===== src/rtl/bcd_chain_counter.sv =====
// bcd_chain_counter: cascaded up/down counter where each digit has its own modulus.
// Loads are clamped per digit, and the terminal step either wraps or saturates.
module bcd_chain_counter #(
    parameter int                  DIGITS = 4,
    parameter logic [4*DIGITS-1:0] MODULI = 16'h6AAA,
    parameter bit                  WRAP   = 1'b1
) (
    input  logic                  clock,
    input  logic                  reset,
    input  logic                  enable,
    input  logic                  up_down,
    input  logic                  clear,
    input  logic                  load,
    input  logic [4*DIGITS-1:0]   load_value,
    output logic [4*DIGITS-1:0]   digits,
    output logic                  carry_out,
    output logic                  overflow,
    output logic                  load_error,
    output logic                  at_max,
    output logic                  at_zero
);
    logic [4*DIGITS-1:0] digits_d, digits_q;
    logic                carry_d, carry_q;
    logic                ovf_d, ovf_q;
    logic                lerr_d, lerr_q;
    logic                ripple, terminal;
    logic [3:0]          fld, lim;

    always_comb begin
        at_max  = 1'b1;
        at_zero = 1'b1;
        for (int i = 0; i < DIGITS; i++) begin
            at_max  &= digits_q[4*i +: 4] == MODULI[4*i +: 4] - 4'd1;
            at_zero &= digits_q[4*i +: 4] == 4'd0;
        end
    end

    // The ripple enable walks up the chain in one cycle; a digit steps only
    // while every digit below it sits at its rollover value.
    always_comb begin
        digits_d = digits_q;
        carry_d  = 1'b0;
        ovf_d    = ovf_q;
        lerr_d   = 1'b0;
        ripple   = 1'b1;
        fld      = '0;
        lim      = '0;
        terminal = up_down ? at_max : at_zero;
        if (clear) begin
            digits_d = '0;
            ovf_d    = 1'b0;
        end else if (load) begin
            for (int i = 0; i < DIGITS; i++) begin
                fld = load_value[4*i +: 4];
                lim = MODULI[4*i +: 4] - 4'd1;
                digits_d[4*i +: 4] = fld > lim ? lim : fld;
                lerr_d |= fld > lim;
            end
        end else if (enable) begin
            ovf_d   = ovf_q | terminal;
            carry_d = WRAP && terminal;
            if (WRAP || !terminal) begin
                for (int i = 0; i < DIGITS; i++) begin
                    fld = digits_q[4*i +: 4];
                    lim = MODULI[4*i +: 4] - 4'd1;
                    if (ripple)
                        digits_d[4*i +: 4] = up_down ? (fld == lim ? 4'd0 : fld + 4'd1)
                                                     : (fld == 4'd0 ? lim : fld - 4'd1);
                    ripple &= up_down ? fld == lim : fld == 4'd0;
                end
            end
        end
    end

    always_ff @(posedge clock) begin
        if (reset) begin
            digits_q <= '0;
            carry_q  <= 1'b0;
            ovf_q    <= 1'b0;
            lerr_q   <= 1'b0;
        end else begin
            digits_q <= digits_d;
            carry_q  <= carry_d;
            ovf_q    <= ovf_d;
            lerr_q   <= lerr_d;
        end
    end

    assign digits     = digits_q;
    assign carry_out  = carry_q;
    assign overflow   = ovf_q;
    assign load_error = lerr_q;
endmodule

===== config.mk =====
export PLATFORM = sky130hd
export DESIGN_NAME = bcd_chain_counter
export DESIGN_NICKNAME = d
export VERILOG_FILES = /design/src/rtl/bcd_chain_counter.sv
export SDC_FILE = /design/constraint.sdc
export NUM_CORES = 1
export LEC_CHECK = 0
export BUFFER_PORTS_ARGS = -buffer_cell sky130_fd_sc_hd__buf_2
export CAP_MARGIN = 40
export CORE_MARGIN = 4
export CORE_UTILIZATION = 35
export DETAILED_ROUTE_END_ITERATION = 10
export PLACE_DENSITY = 0.63
export SLEW_MARGIN = 20
export SYNTH_ARGS = -nofsm -noshare
export SYNTH_HDL_FRONTEND = slang
export SYNTH_SLANG_ARGS = --single-unit
export TNS_END_PERCENT = 30

===== constraint.sdc =====
create_clock -name clock -period 1.8 [get_ports clock]
set_input_delay 0.18 -clock clock [delete_from_list [all_inputs] [get_ports clock]]
set_output_delay 0.18 -clock clock [all_outputs]
set_load 0.005 [all_outputs]

Yosys cells after proc, flatten, opt, wreduce, memory -nomap -nowiden. Index checks and enable logic that the tools add are counted. Widths: inputs -> output; s select.

Register bits after elaboration: 19. Logic and storage cells: 77. Output and inout port bits: 21. Input port bits: 22.

Equal/unequal tests: 4. $add $sub $neg: 8. Reduce and logical (&&, ||, !) cells: 15. Bitwise logic cells: 14. Multiplexer cells: 25. Order comparisons: 4.

Operators with widths (count): $mux 4 (19); $mux 16 (2); $add 4x1->4 const B (4); $logic_not 4->1 (4); $sub 4x1->4 const B (4); $eq 4x4->1 const B (3); $gt 4x4->1 const B (3); $and 1x1->1 (8); $reduce_and 2->1 (4); $reduce_bool 2->1 (4); $eq 4x3->1 const B (1); $gt 4x3->1 const B (1); $mux 1 (4); $or 1x1->1 (4); $reduce_or 4->1 (1); $reduce_or 3->1 (1); $not 1->1 (2); $reduce_or 2->1 (1).

Depth between registers and ports, before layout. Gate-level depths: netlist of the first run.

Depth in word-level cells: 7. Gate-level depth with buffers: 7. Depth with buffers taken out: 5.

Worst setup path after synthesis of the first run. Ideal clock, no wire load.

Path type: register to register. Start: reg digits_q[3] (netlist: digits[3]). End: reg digits_q[13] (netlist: digits[13]). Cell stages (with the launch flop): 8. Path buffers: 2. Library setup time: 120 ps. Clock period less this slack: 1805 ps. Data arrival time: 1685 ps. Path slack: -5 ps. Required time: 1680 ps. Cell sequence: dfxtp_1 > buf_6 > nor3_4 > o211ai_2 > or3_1 > clkbuf_1 > o21a_1 > o31a_1.

Longest elaborated chain between the ends: 6. Elaborated cells on any way between the ends: 7. Those cells by class: eq/ne (1); mux (1); bitwise (2); reduce/logical (3).

RTL lines: start, declared (RTL line 22) `logic [4*DIGITS-1:0] digits_d, digits_q;`; start signal, assigned (RTL line 82) `digits_q <= digits_d;`; $eq 4x4->1 / $logic_not 4->1 (equally long branches) (RTL line 69) `ripple &= up_down ? fld == lim : fld == 4'd0;`; $mux 1 (*) (RTL line 69); $and 1x1->1 (*) (2 in series) (RTL line 69); $reduce_bool 2->1 (no line) (*); $reduce_and 2->1 (no line) (*).

Every way passes the cells marked *; elsewhere a longest branch is shown, timed or not. A chain may end at the register's enable or synchronous reset.

Final worst setup path of the first run.
Start: reg digits_q[0] (netlist: digits[0]). End: out at_zero.

Longest elaborated chain between the ends: 4.

RTL lines: $logic_not 4->1 (RTL line 34) `at_zero &= digits_q[4*i +: 4] == 4'd0;`; $and 1x1->1 (3 in series) (RTL line 34); end, declared (RTL line 20) `output logic at_zero`.

Every way passes these cells.

==> results of run 1 <==
repair_timing:
action,in CTS,in global routing
gates resized for setup,6,4
endpoints found under the setup margin,2,5
pin swaps,0,1
cells in the final DEF (no fill, tap or decap), types with 2 or more instances in the layout:
master / instances
buf_2: 42
buf_4: 24
nor2_1: 20
o21ai_0: 20
dfxtp_1: 16
a21oi_1: 15
nand2_1: 13
a31oi_1: 8
nand3_1: 7
inv_1: 7
nor4_1: 6
nor3_1: 6
nand3b_1: 6
xnor2_1: 6
nor2b_1: 5
nand4_1: 4
and3_1: 4
xor2_1: 4
or2_2: 3
o22ai_1: 3
o21a_1: 3
a21o_1: 3
clkbuf_8: 3
or3_4: 2
nor3_4: 2
and4_1: 2
or4_1: 2
a22oi_1: 2
or3_1: 2
dfxtp_2: 2
metal layers:
| metal | global-route usage, % | part of all wire (%) |
|---|---|---|
| met5 | 0 | 0 |
| met3 | 4.32 | 9.9 |
| met4 | 2.57 | 0.22 |
| met2 | 25.1 | 43 |
| met1 | 24.5 | 47 |
power by group through the flow:
stage | registers (mW) | logic (mW) | clock network, mW
global route | 0.456 | 0.324 | 0.333
floorplan | 0.455 | 0.177 | 0
finish | 0.454 | 0.290 | 0.309
CTS | 0.453 | 0.287 | 0.314
global placement | 0.462 | 0.273 | 0
detailed placement | 0.463 | 0.276 | 0
worst paths after layout:
| path | slack [ns] | start | endpoint |
|---|---|---|---|
| setup reg to reg | 0.09 | digits[3] | digits[13] |
| setup / recovery | 0.07 | digits[0] | at_zero |
| hold reg to reg | 0.46 | overflow | overflow |
| hold / removal | 0.16 | load_value[0] | digits[0] |
cell families after synthesis:
kind of cell              synth area share, %
AOI/OAI and AO/OA                        25.7
xor gates and xnor gates                 5.69
buffers and inverters                    9.84
DFF                                      24.7
muxes                                   0.650
and+or+nand+nor                          33.4
state kept, by name, indices dropped and copies added (netlist names):
name	cells
carry_out	1
digits	16
load_error	1
overflow	1
final cells by class:
class	instances	area, µm²
tap	50	62.6
multi-input combinational	167	1030
sequential	19	387
clock inverter	1	5.00
fill	438	2160
timing repair buffer	67	405
inverter	7	26.3
clock buffer	3	41.3
critical path: stages (launching register included):
cell	delay [ns]
dfxtp_4	0.37
buf_8	0.14
or3_4	0.39
buf_4	0.16
nor3_4	0.11
buf_2	0.13
stage by stage:
stage	std cells	hold slack [ns]
CTS	314	0.164
floorplan	218	0.274
global route	314	0.174
finish	314	0.162
global placement	310	0.420
detailed placement	310	0.440
==> impl_metrics.toml, run 1 <==
[floorplan]
fp-row-count = 23
core-area_um2 = 4120
initial_core_util_pct = 37.4
fp.dieW_um = 74.3
num_io_pins = 43
die_area_um2 = 5520
die_h_um = 74.3

[timing]
slew_headroom_pct = 64.6
fmax_mhz = 578
worst_slew_pin_slew_ns = 0.526
post-route-min-period_ns = 1.73
setup_tns_ns = 0
setup_viol = 0
finalHoldViolCount = 0
period_share_pct = 96.2
slew_viol_final = 0
worst_slack_ns = 0.0690
rsz0062_at_grt = "no"
fin_skew_ns = 0.00415

[routing]
viasPerCell = 5.51
final_antenna_net_count = 0
dr.pass1.iters = 4
wl_per_cell_um = 14.3
drtIter0Drc = 202
drc = 0
wl_mm = 4.48
vias = 1731

[finish]
utilization_pct = 47.5
finalNetCount = 287
antenna_cells = 0
area_delta_synth_final_pct = 27.1
stdcell_area_um2 = 1960
drive_gt1_share_pct = 32.2

[place]
pre_cts_ws_ns = 0.00623
dp_hpwl_mm = 3.33
portBuffers = 42
place_congestion = 0.786
placed_area_um2 = 1870

[logic_synthesis]
synth_cell_types = 49
syn_nets = 240
yosysTopAreaCell = "dfxtp_1"
synth_area_leaders = "dfxtp_1 25%, o21ai_0 6.5%, a21oi_1 4.9%"
syn_area_per_cell_um2 = 7.06
yosysWarnings = 0
syn_area_um2 = 1540
synth_commonest_cells = "20 x nor2_1, 20 x o21ai_0, 19 x dfxtp_1"
synth_edf_count = 0
yosysSeqAreaShare_pct = 24.7
synth-seq-cells = 19
synth_top_area_share_pct = 24.7
async_reset_ff_share_pct = 0
syn-instance-count = 218
ys.flop_type = "dfxtp_1"

[clock_network]
cts_buffers = 3
cts_root_buffer = "clkbuf_8"
hold_buffers = 0
htree_levels = 1
clkTransAtPathRegs_ns = 0.08
cts_tree = "yes"
clk_latency_ns = 0.26
cts_num_sinks = 19
cts_setup_buffers = 0
clock_path_buffers = 2

[pwr]
clock_power_share_pct = 29.4
power_switching_share_pct = 31.3
p_switching_uw = 330
seq_power_share_pct = 43.1
power_leakage_nw = 0.854
vdd_ir_drop_max_uv = 440
p_int_uw = 723
powerDensity_nw_per_um2 = 539
p_total_mw = 1.05
p_comb_share_pct = 27.5

[global_routing]
grt_pass1_vias = 1501
grt_overflow = 0
grt_start_max_net_pins = 24
grt_usage_pct = 16.7
antenna_found_initial = 0
grt_pass1_wl_mm = 7.20

[worst_setup_path]
crit_path_start_kind = "flop"
cp.arrival_ns = 1.55
worstPathRequired_ns = 1.62
cp-end-kind = "output port"
reg2reg_depth = 5
path_class = "flop to output port"
crit_fanout = 10

[hold_path]
holdPathStages = 3
worstHoldPathType = "input port to flop"

[run_status]
status = "completed"

[flow_run]
max_cap_viol_count = 0
No activity file was read; power rests on OpenSTA's default activity.
==> inputs of run 2 (changes only) <==
Settings changed: BUFFER_PORTS_ARGS -buffer_cell sky130_fd_sc_hd__buf_2 to not set, DONT_BUFFER_PORTS set to 1, PLACE_DENSITY 0.63 to 0.55.
==> run 2 against run 1 <==
Against the previous run: worst setup slack gained 0.041 ns; clock-buffer cell count did not move; utilization decreased by 6.3 points; non-clock buffer count down 46; cell area is 13% lower; routed wire length fell by 2.7%; combinational power shrank 29%; die area unchanged; sequential power is essentially flat; clock skew is 0.0021 ns higher; largest cell class unchanged; flip-flop and latch count unchanged; critical path depth is the same.
==> impl_metrics.toml, run 2 (synthesis gave the netlist of run 1 again) <==
[run_status]
status = "completed"

[timing]
period_share_pct = 93.9
worst_slew_pin_slew_ns = 0.499
slew_viol_final = 0
finalHoldViolCount = 0
post-route-min-period_ns = 1.69
setup_viol = 0
setup_tns_ns = 0
fin_skew_ns = 0.00621
rsz0062_at_grt = "no"
slew_headroom_pct = 66.6
fmax_mhz = 592

[pwr]
seq_power_share_pct = 46.7
clock_power_share_pct = 32.1
power_leakage_nw = 0.638
p_comb_share_pct = 21.2
p_int_uw = 684
power_switching_share_pct = 29.7
powerDensity_nw_per_um2 = 573
vdd_ir_drop_max_uv = 368
p_switching_uw = 288

[finish]
mostFrequentLayoutCells = "20 x nor2_1, 20 x o21ai_0, 20 x buf_4"
utilization_pct = 41.2
antenna_cells = 0
drive_gt1_share_pct = 16.5
area_delta_synth_final_pct = 10.2
finalNetCount = 241
largest_register_ff_count = 16

[clock_network]
cts_buffers = 3
clk_latency_ns = 0.26
cts_num_sinks = 19
clkTransAtPathRegs_ns = 0.08
cts_tree = "yes"
clock_path_buffers = 2
cts_root_buffer = "clkbuf_8"
cts_setup_buffers = 0
htree_levels = 1

[routing]
vias = 1534
wl_mm = 4.36
viasPerCell = 5.72
drc = 0
dr.pass1.iters = 4
drtIter0Drc = 109
final_antenna_net_count = 0
wl_per_cell_um = 16.3

[global_routing]
grt_usage_pct = 15.3
grt_overflow = 0
antenna_found_initial = 0
grt_start_max_net_pins = 34
grt_pass1_vias = 1338
grt_pass1_wl_mm = 6.60

[flow_run]
max_cap_viol_count = 0

[worst_setup_path]
r2r_setup_slack_ns = 0.11
cp.arrival_ns = 1.84
crit_fanout = 6
crit_path_start_kind = "flop"
cp-end-kind = "flop"
reg2reg_depth = 5
path_class = "flop to flop"
worstPathRequired_ns = 1.95

[hold_path]
worstHoldPathType = "input port to flop"
holdPathStages = 1

[place]
place_congestion = 0.792
dp_hpwl_mm = 3.15
portBuffers = 0

[floorplan]
core-area_um2 = 4120
num_io_pins = 43
initial_core_util_pct = 37.4
fp-row-count = 23
die_area_um2 = 5520
die_h_um = 74.3
fp.dieW_um = 74.3
-- run 2: path summary, 6_finish.rpt --
kind / from / endpoint
min: load / digits[0]
max reg2reg: digits[8] / digits[13]
min reg2reg: overflow / overflow
max: digits[8] / digits[13]
-- run 2: worst max-delay path, stage by stage (launching register included) --
cell and delay, ns:
dfxtp_1 0.46, and3_1 0.19, o21ai_0 0.10, or3_4 0.37
o21a_1 0.19, o31a_1 0.26
-- run 2: power groups by stage --
stage / sequential, mW / clock, mW / combinational [mW]
floorplan: 0.455 / 0 / 0.177
global placement: 0.464 / 0 / 0.202
detailed placement: 0.464 / 0 / 0.202
CTS: 0.454 / 0.316 / 0.203
global route: 0.457 / 0.334 / 0.229
finish: 0.454 / 0.312 / 0.207
-- run 2: what timing repair did --
action	in CTS	in global routing
endpoints found under the hold margin	0	1
setup endpoints to repair	0	5
hold buffers	0	1
resized for setup	0	4
-- run 2: final cells by class --
cell class | count | area [µm²]
Tap cell | 50 | 62.6
Timing Repair Buffer | 21 | 160
Clock buffer | 3 | 41.3
Multi-Input combinational cell | 167 | 1020
Inverter | 7 | 26.3
Clock inverter | 1 | 5.00
Fill cell | 436 | 2420
Sequential cell | 19 | 383
-- run 2: per-stage QoR --
step / total power [mW] / hold slack (ns) / setup slack [ns] / area [µm²] / instances
after floorplan: 0.632 / 0.274 / 0.00573 / 1540 / 218
after global placement: 0.666 / 0.278 / 0.0867 / 1630 / 263
after detailed placement: 0.666 / 0.281 / 0.0336 / 1630 / 263
after CTS: 0.972 / 0.00432 / 0.0175 / 1670 / 267
after global routing: 1.02 / 0.00652 / 0.0170 / 1700 / 268
final: 0.973 / 0.0218 / 0.110 / 1700 / 268
-- run 2: per-layer routing --
metal | up-vias | global-route usage (%) | share of wire [%]
li1 | 782 | - | -
met2 | 57 | 24.0 | 43
met1 | 693 | 20.5 | 46
met4 | 0 | 2.37 | 0.46
met3 | 2 | 5.95 | 10
met5 | - | 0 | 0
==> inputs of run 3 (changes only) <==
Settings changed: ABC_AREA set to 1, CAP_MARGIN 40 to not set.
==> run 3 against run 2 <==
Against the previous run: first-iteration DRC count grew 33%; via count grew 9.3%; total power grew 6.5%; global-route usage up 1.0 points; maximum frequency rose by 8.3%; register-to-register slack gained 0.18 ns.
==> impl_metrics.toml, run 3 <==
[pwr]
power_leakage_nw = 0.780
powerDensity_nw_per_um2 = 625
p_total_mw = 1.04
vdd_ir_drop_max_uv = 218

[global_routing]
antenna_found_initial = 0
grt_pass1_vias = 1558
grt_pass1_wl_mm = 7.17
grt_usage_pct = 16.4
grt_start_max_net_pins = 19
grt_overflow = 0

[timing]
rsz0062_at_grt = "no"
fmax_mhz = 641
post-route-min-period_ns = 1.56
slew_headroom_pct = 66.9
worst_slew_pin_slew_ns = 0.496
setup_viol = 0
finalHoldViolCount = 0
fin_skew_ns = 0.00518
period_share_pct = 86.7
setup_tns_ns = 0
slew_viol_final = 0

[hold_path]
worstHoldPathType = "input port to flop"
hp-start = "load"
holdPathEnd = "digits[0]"
holdPathStages = 2

[clock_network]
cts_num_sinks = 19
cts_setup_buffers = 0
hold_buffers = 0
cts_root_buffer = "clkbuf_8"
clk_latency_ns = 0.27
cts_buffers = 3
htree_levels = 1
clkTransAtPathRegs_ns = 0.08
cts_tree = "yes"
clock_path_buffers = 2

[place]
portBuffers = 0
place_congestion = 0.786
dp_hpwl_mm = 3.21

[worst_setup_path]
worstPathRequired_ns = 1.62
cp.arrival_ns = 1.38
path_class = "flop to output port"
r2r_setup_slack_ns = 0.29
rr_endpoint = "digits[15]"
cp-end-kind = "output port"
crit_path_start_kind = "flop"
reg2reg_depth = 9
rr_startpoint = "digits[11]"
crit_fanout = 7

[floorplan]
die_area_um2 = 5650
initial_core_util_pct = 36.3
num_io_pins = 43
fp.dieW_um = 75.2
fp-row-count = 24
die_h_um = 75.2
core-area_um2 = 4350

[logic_synthesis]
syn_area_per_cell_um2 = 5.66
syn-instance-count = 279
synth_top_area_share_pct = 24.1
yosysMostFrequentCell = "nand2_1"
yosysTopAreaCell = "dfxtp_1"
synth-seq-cells = 19
ys.flop_type = "dfxtp_1"
synth_cell_types = 25
synth_commonest_cells = "74 x nand2_1, 38 x inv_1, 38 x nor2_1"
yosysWarnings = 0
synth_edf_count = 0
syn_area_um2 = 1580
syn_nets = 301
synth_area_leaders = "dfxtp_1 24%, nand2_1 18%, inv_1 9.0%"
yosysSeqAreaShare_pct = 24.1
async_reset_ff_share_pct = 0

[routing]
wl_met3_um = 278
wl_mm = 4.25
drtIter0Drc = 145
met2WireLength_mm = 1.82
drc = 0
vias = 1677
viasPerCell = 5.10
dr.pass1.iters = 5
wl_per_cell_um = 12.9
final_antenna_net_count = 0
m1WireLength_mm = 2.09
top_layer = "met4"

[finish]
finalNetCount = 300
final_common_cell = "nand2_1"
n_fill_cell = 487
largest_register_ff_count = 16
area_delta_synth_final_pct = 4.91
mostFrequentLayoutCells = "74 x nand2_1, 38 x nor2_1, 38 x inv_1"
antenna_cells = 0
drive_gt1_share_pct = 6.86

[flow_run]
max_cap_viol_count = 0

[run_status]
status = "completed"
run 3: changes by cell type after synthesis, sizes merged, moves of 5 or more:
cell / delta
a21oi: +6
nand3b: -6
inv: +32
nand3: +22
nor4: -6
xnor2: -6
nand2: +64
nor2b: -5
buf: -5
a31oi: -6
clkbuf: -12
nor2: +24
run 3: where the power goes:
part / total [mW] / switching, mW / internal [mW] / leakage, nW
Clock: 0.324 / 0.166 / 0.158 / 0.0228
Combinational: 0.239 / 0.153 / 0.0861 / 0.602
Sequential: 0.473 / 0.0340 / 0.439 / 0.155
run 3: worst max-delay path by stage:
| stage | cells after the start | endpoint | from |
|---|---|---|---|
| after CTS | 4 | at_max | digits[7] |
| after floorplan | 6 | digits[15] | digits[0] |
| final | 4 | at_max | digits[7] |
| after global routing | 9 | digits[13] | digits[11] |
| after global placement | 6 | overflow | digits[7] |
| after detailed placement | 6 | overflow | digits[7] |
run 3: worst max-delay path: stages, from the launching register on:
cell and delay, ns:
dfxtp_1 0.49, nand2_2 0.13, nor2_1 0.14, nand3_1 0.13, nor3_2 0.22
run 3: layout make-up:
class	instances	area [µm²]	area share [%]
flip-flops and latches	19	380	23.0
inverters	39	146	8.84
multi-input cells	213	1000	60.6
clock buffers	4	45.0	2.72
repair buffers	2	15.0	0.906
well taps	52	65.1	3.93
run 3: per-layer routing:
metal  GRT usage (%)  vias to the layer above
met5               0                        -
li1                -                      896
met1            22.0                      724
met3            3.60                        5
met4            5.24                        0
met2            26.0                       52
run 3: cells by family (layout without fill, tap and decap cells):
logic type	count (synthesis)	after routing	share of synthesized area [%]
and+or+nand+nor	157	157	44.0
AOI/OAI and AO/OA	55	55	18.8
buffers and inverters	47	45	12.6
DFF	19	19	24.1
xor gates and xnor gates	1	1	0.555
run 3: what timing repair did:
action                                 CTS  global route
resized for setup                        0             1
setup endpoints to repair                0             2
endpoints found under the hold margin    0             0
run 3: through the flow:
step / instance area [µm²] / utilization (%) / hold WS [ns] / worst slack, ns / cells
detailed placement: 1610 / 36.9 / 0.370 / 0.290 / 325
global route: 1660 / 38.0 / 0.0936 / 0.118 / 329
global placement: 1610 / 36.9 / 0.368 / 0.313 / 325
floorplan: 1580 / - / 0.337 / 0.523 / 279
finish: 1660 / 38.0 / 0.0886 / 0.240 / 329
CTS: 1650 / 37.9 / 0.0878 / 0.136 / 329
